==> src/rtl/uart_pkg.sv <==
// uart_pkg: frame constants and receiver state type shared by the UART transmitter, receiver and controller.
package uart_pkg;
   localparam int UART_DATA_BITS  = 8;
   localparam int UART_FRAME_BITS = 10;
   typedef enum logic [2:0] {IDLE, START, DATA, STOP, WAIT_HIGH} uart_state_t;
endpackage

==> src/rtl/sync2.sv <==
// sync2: two-flop synchroniser for asynchronous input pins; both stages reset to 1, which is the idle level of the line.
module sync2 #(
   parameter int WIDTH = 1
) (
   input  logic             clk,
   input  logic             rst_n,
   input  logic [WIDTH-1:0] i_d,
   output logic [WIDTH-1:0] o_q
);
   logic [WIDTH-1:0] r_meta;
   logic [WIDTH-1:0] r_q;
   always_ff @(posedge clk or negedge rst_n)
      if (!rst_n) begin
         r_meta <= '1;
         r_q    <= '1;
      end else begin
         r_meta <= i_d;
         r_q    <= r_meta;
      end
   assign o_q = r_q;
endmodule

==> src/rtl/uart_rx_mv.sv <==
// uart_rx_mv: 8N1 UART receiver that decides each bit by a 2-of-3 vote around the bit centre.
// It flags framing errors and line breaks, and returns to IDLE at the stop-bit centre so frames can arrive back-to-back.
module uart_rx_mv
   import uart_pkg::*;
#(
   parameter int CLK_PER_BIT = 16
) (
   input  logic                      clk,
   input  logic                      rst_n,
   input  logic                      rx_serial_line,
   output logic                      rx_ready,
   output logic [UART_DATA_BITS-1:0] rx_data,
   output logic                      frame_err,
   output logic                      break_det,
   output logic                      busy
);
   localparam int H  = CLK_PER_BIT / 2;
   localparam int CW = $clog2(CLK_PER_BIT) + 1;
   function automatic logic maj3(input logic a, input logic b, input logic c);
      return (a & b) | (a & c) | (b & c);
   endfunction
   logic                      w_s;
   logic                      w_dec;
   logic                      w_maj;
   logic                      w_ready;
   logic                      w_ferr;
   logic                      w_brk;
   uart_state_t               r_state;
   uart_state_t               w_next;
   logic [CW-1:0]             r_cnt;
   logic [3:0]                r_idx;
   logic [1:0]                r_smp;
   logic [UART_DATA_BITS-1:0] r_shift;
   logic [UART_DATA_BITS-1:0] r_data;
   logic                      r_ready;
   logic                      r_ferr;
   logic                      r_brk;
   logic                      r_busy;
   sync2 #(.WIDTH(1)) u_sync (
      .clk  (clk),
      .rst_n(rst_n),
      .i_d  (rx_serial_line),
      .o_q  (w_s)
   );
   // The third sample is the live line, so the vote settles on the cycle of the last sample.
   assign w_dec = (r_cnt == CW'(H + 1));
   assign w_maj = maj3(r_smp[0], r_smp[1], w_s);
   always_ff @(posedge clk or negedge rst_n)
      if (!rst_n) r_state <= IDLE;
      else        r_state <= w_next;
   always_comb begin
      w_next  = r_state;
      w_ready = 1'b0;
      w_ferr  = 1'b0;
      w_brk   = 1'b0;
      case (r_state)
         IDLE:      w_next = w_s ? IDLE : START;
         START:     w_next = w_dec ? (w_maj ? IDLE : DATA) : START;
         DATA:      w_next = (w_dec && r_idx == 4'(UART_FRAME_BITS - 2)) ? STOP : DATA;
         STOP: begin
            w_next  = w_dec ? (w_maj ? IDLE : WAIT_HIGH) : STOP;
            w_ready = w_dec && w_maj;
            w_ferr  = w_dec && !w_maj;
            w_brk   = w_dec && !w_maj && (r_shift == '0);
         end
         WAIT_HIGH: w_next = w_s ? IDLE : WAIT_HIGH;
         default:   w_next = IDLE;
      endcase
   end
   // In IDLE the counter already holds the offset of the next cycle, so the start edge lands on cycle 0.
   always_ff @(posedge clk or negedge rst_n)
      if (!rst_n) begin
         r_cnt   <= '0;
         r_idx   <= '0;
         r_smp   <= '0;
         r_shift <= '0;
         r_data  <= '0;
         r_ready <= 1'b0;
         r_ferr  <= 1'b0;
         r_brk   <= 1'b0;
         r_busy  <= 1'b0;
      end else begin
         r_cnt   <= (r_state == IDLE) ? CW'(!w_s) : (r_cnt == CW'(CLK_PER_BIT - 1)) ? '0 : r_cnt + CW'(1);
         r_idx   <= (r_state == IDLE) ? 4'd0 : (r_cnt == CW'(CLK_PER_BIT - 1)) ? r_idx + 4'd1 : r_idx;
         if (r_cnt == CW'(H - 1)) r_smp[0] <= w_s;
         if (r_cnt == CW'(H)) r_smp[1] <= w_s;
         if (r_state == DATA && w_dec) r_shift <= {w_maj, r_shift[UART_DATA_BITS-1:1]};
         if (w_ready) r_data <= r_shift;
         r_ready <= w_ready;
         r_ferr  <= w_ferr;
         r_brk   <= w_brk;
         r_busy  <= (w_next != IDLE);
      end
   assign rx_ready  = r_ready;
   assign rx_data   = r_data;
   assign frame_err = r_ferr;
   assign break_det = r_brk;
   assign busy      = r_busy;
endmodule
==> config.mk <==
export PLATFORM = sky130hd
export DESIGN_NAME = uart_rx_mv
export DESIGN_NICKNAME = d
export VERILOG_FILES = /design/src/rtl/uart_pkg.sv /design/src/rtl/sync2.sv /design/src/rtl/uart_rx_mv.sv
export SDC_FILE = /design/constraint.sdc
export NUM_CORES = 1
export LEC_CHECK = 0
export BUFFER_PORTS_ARGS = -buffer_cell sky130_fd_sc_hd__clkbuf_2
export CORE_MARGIN = 2
export CORE_UTILIZATION = 55
export CTS_BUF_LIST = sky130_fd_sc_hd__clkbuf_8
export DETAILED_ROUTE_END_ITERATION = 12
export GPL_TIMING_DRIVEN = 0
export PLACE_DENSITY = 0.78
export SYNTH_ARGS = -nofsm -noshare
export SYNTH_HDL_FRONTEND = slang
export SYNTH_HIERARCHICAL = 1
export SYNTH_SLANG_ARGS = --single-unit
==> constraint.sdc <==
create_clock -name clk -period 2.3 [get_ports clk]
set_input_delay 0.345 -clock clk [delete_from_list [all_inputs] [get_ports clk]]
set_output_delay 0.345 -clock clk [all_outputs]
set_load 0.005 [all_outputs]
==> impl_metrics.tcl <==
set metrics [dict create \
    cts_tree "done" \
    post-place-cells 164 \
    drt-total-wl_um 2486 \
    core_area_um2 2758 \
    required_ps 2470 \
    dr.pass1.iters 4 \
    rows 19 \
    clkTransAtPathRegs_ps 70 \
    fin_area_um2 1805 \
    ctsHoldBuffers 0 \
    grt_start_max_net_pins 37 \
    start_util_pct 57.62 \
    root_buffer "clkbuf_8" \
    static-leakage-power_uw 0.0009047 \
    postPlaceCellArea_um2 1698 \
    postCtsResizedCells 0 \
    htree_levels 2 \
    overflow 0 \
    final_hold_viol_count 0 \
    path_class "reg2reg" \
    drt_iter0_markers 26 \
    cp-start-kind "register" \
    synthToLayoutAreaGrowth_pct 13.62 \
    hold_class "in2reg" \
    rr_endpoint "rx_data[3]$_DFFE_PN0P_" \
    async_reset_ff_share_pct 100.0 \
    maxCapViolCount 0 \
    ant_nets 0 \
    max_freq_mhz 574.3 \
    cts_buffers 5 \
    clockBufferDepth 2 \
    synth_ff_type "dfrtp_1" \
    track_usage_pct 18.13 \
    ff2ff_path_depth 6 \
    layout_common_cells "34 x dfrtp_1, 14 x clkbuf_2, 10 x mux2_2" \
    clk_latency_ps 280 \
    fin_crit_ps 1741 \
    endpoint "rx_data[3]$_DFFE_PN0P_" \
    fill_cells 220 \
    hpwl_um 1719 \
    vdd_drop_max_uv 802.1 \
    die-area_um2 3335 \
    mostFrequentLayoutCell "dfrtp_1" \
    ys_ff_latch 36 \
    syn_inst 119 \
    remaining_drc_errors 0 \
    dieWidth_um 57.75 \
    portBuffers 14 \
    synth-edff-count 0 \
    diodes 0 \
    status "finished, final reports clean" \
    drive_gt1_share_pct 34.75 \
    setup_tns_ps 0 \
    yosysWarnings 6 \
    timing.slew.headroom_pct 43.15 \
    tightest_slew_ps 852.8 \
    setup_viol 0 \
    vias_per_cell 5.686 \
    worstPathArrival_ps 1910 \
    p_per_area_nw_per_um2 981.3 \
    period_share_pct 75.70 \
    cts.sinks 36 \
    worstReg2RegStart "r_cnt[1]$_DFF_PN0_" \
    gp_congestion 0.7770 \
    final_nets 148 \
    cp_cell_sequence "inv_1, ha_1, and4bb_2, and4_4, buf_12, mux2_4" \
    fin_cells 172 \
    routedWlPerCell_um 14.45 \
    end_kind "register" \
    seq_area_frac_synth_pct 56.85 \
    cp_slowest_cell "dfrtp_1" \
    via_count 978 \
    holdWs_ps 139.9 \
    syn-mean-instance-area_um2 13.35 \
    r2r_slack_ps 560 \
    antenna_found_initial 0 \
    cp_max_fo 9 \
    post_cts.repair.setup_buffers 0 \
    syn-num-nets 127 \
    cpPeakStageDelay_ps 400 \
    io_pins 15 \
    ys_types 35 \
    synth_area_um2 1589 \
    slew_violations 0 \
    fin_skew_ps 3.414 \
    die_h_um 57.75 \
    grt_pass1_vias 998 \
    rsz0062_at_grt "false" \
    startpoint "r_cnt[1]$_DFF_PN0_" \
    grt_pass1_wl_um 4491 \
]
## registers in the layout, indices dropped and copies added, names as in the netlist
name and count:
r_cnt 5, r_state 3, rx_data 8, busy 1, u_sync/o_q 1, u_sync/r_meta 1, r_shift 8, r_smp 2
rx_ready 1, break_det 1, r_idx 4, frame_err 1
## critical path: cells and delay by family (launching register included)
kind | cells | cell delay, ps
flops | 1 | 400
fa+ha+maj | 1 | 140
mux | 1 | 300
simple gates | 2 | 550
buf+inv | 2 | 230
## kinds of logic after synthesis
kind of cell	Yosys count	synth area share, %
AND/OR/NAND/NOR	39	15.35
XOR/XNOR	3	1.654
AO/OA/AOI/OAI	9	3.465
flip-flops	36	56.85
buffers and inverters	8	3.386
multiplexers	18	14.65
adder cells (fa/ha/maj)	6	4.646
## worst min path at each step
stage / from / endpoint / slack, ps / cells after the start
after floorplan: rst_n / break_det$_DFF_PN0_ / 50 / 0
after global placement: u_sync/r_meta$_DFF_PN1_ / u_sync/o_q$_DFF_PN1_ / 350 / 0
after detailed placement: u_sync/r_meta$_DFF_PN1_ / u_sync/o_q$_DFF_PN1_ / 350 / 0
after CTS: rx_serial_line / u_sync/r_meta$_DFF_PN1_ / 130 / 1
after global routing: rx_serial_line / u_sync/r_meta$_DFF_PN1_ / 120 / 1
final: rx_serial_line / u_sync/r_meta$_DFF_PN1_ / 140 / 1
## routing by layer
metal / vias to the layer above / wire length, um / global-route usage [%]
met5: - / 0 / 0
met4: 0 / 39 / 9.302
met3: 5 / 92 / 4.688
met2: 14 / 1102 / 27.44
met1: 495 / 1252 / 24.25
li1: 464 / - / -
## stage by stage
step,total power [uW],worst slack [ps],util (%)
after detailed placement,1252,586.5,61.57
after global routing,1884,509.4,65.47
after CTS,1789,566.1,65.47
after global placement,1231,609.4,61.57
after floorplan,1146,688.2,-
final,1772,558.9,65.47
## area by class of cell
cell class                 instances  area, um^2  area share, %
clock inverter                     3       38.79          2.148
tap                               31       38.79          2.148
clock buffer                       5       68.82          3.812
inverter                           6       22.52          1.247
multi-input combinational         75       631.9          35.00
buffer                             2       31.28          1.733
sequential                        36       903.4          50.03
timing repair buffer              14       70.07          3.881
## synth_stat cells (2+ instances only)
master	count	area [um^2]
a21oi_1	4	20.02
and2_1	2	12.51
and3_1	3	18.77
and4b_1	2	20.02
dfrtp_1	34	850.8
dfstp_2	2	52.55
ha_1	5	62.56
inv_1	6	22.52
mux2_2	10	112.6
mux2_4	8	120.1
nand2_1	8	30.03
nand3_1	3	15.01
nor2_1	5	18.77
nor3_1	2	10.01
nor4_1	2	12.51
or3_1	3	18.77
xor2_1	2	17.52
## where the power goes
group | leakage [uW] | switching [uW] | internal (uW)
registers | 0.000473 | 106 | 742
logic | 0.000373 | 203 | 192
clock network | 0.0000593 | 212 | 317
total | 0.000905 | 521 | 1250
Note: power is estimated with default switching activity, not from simulation.
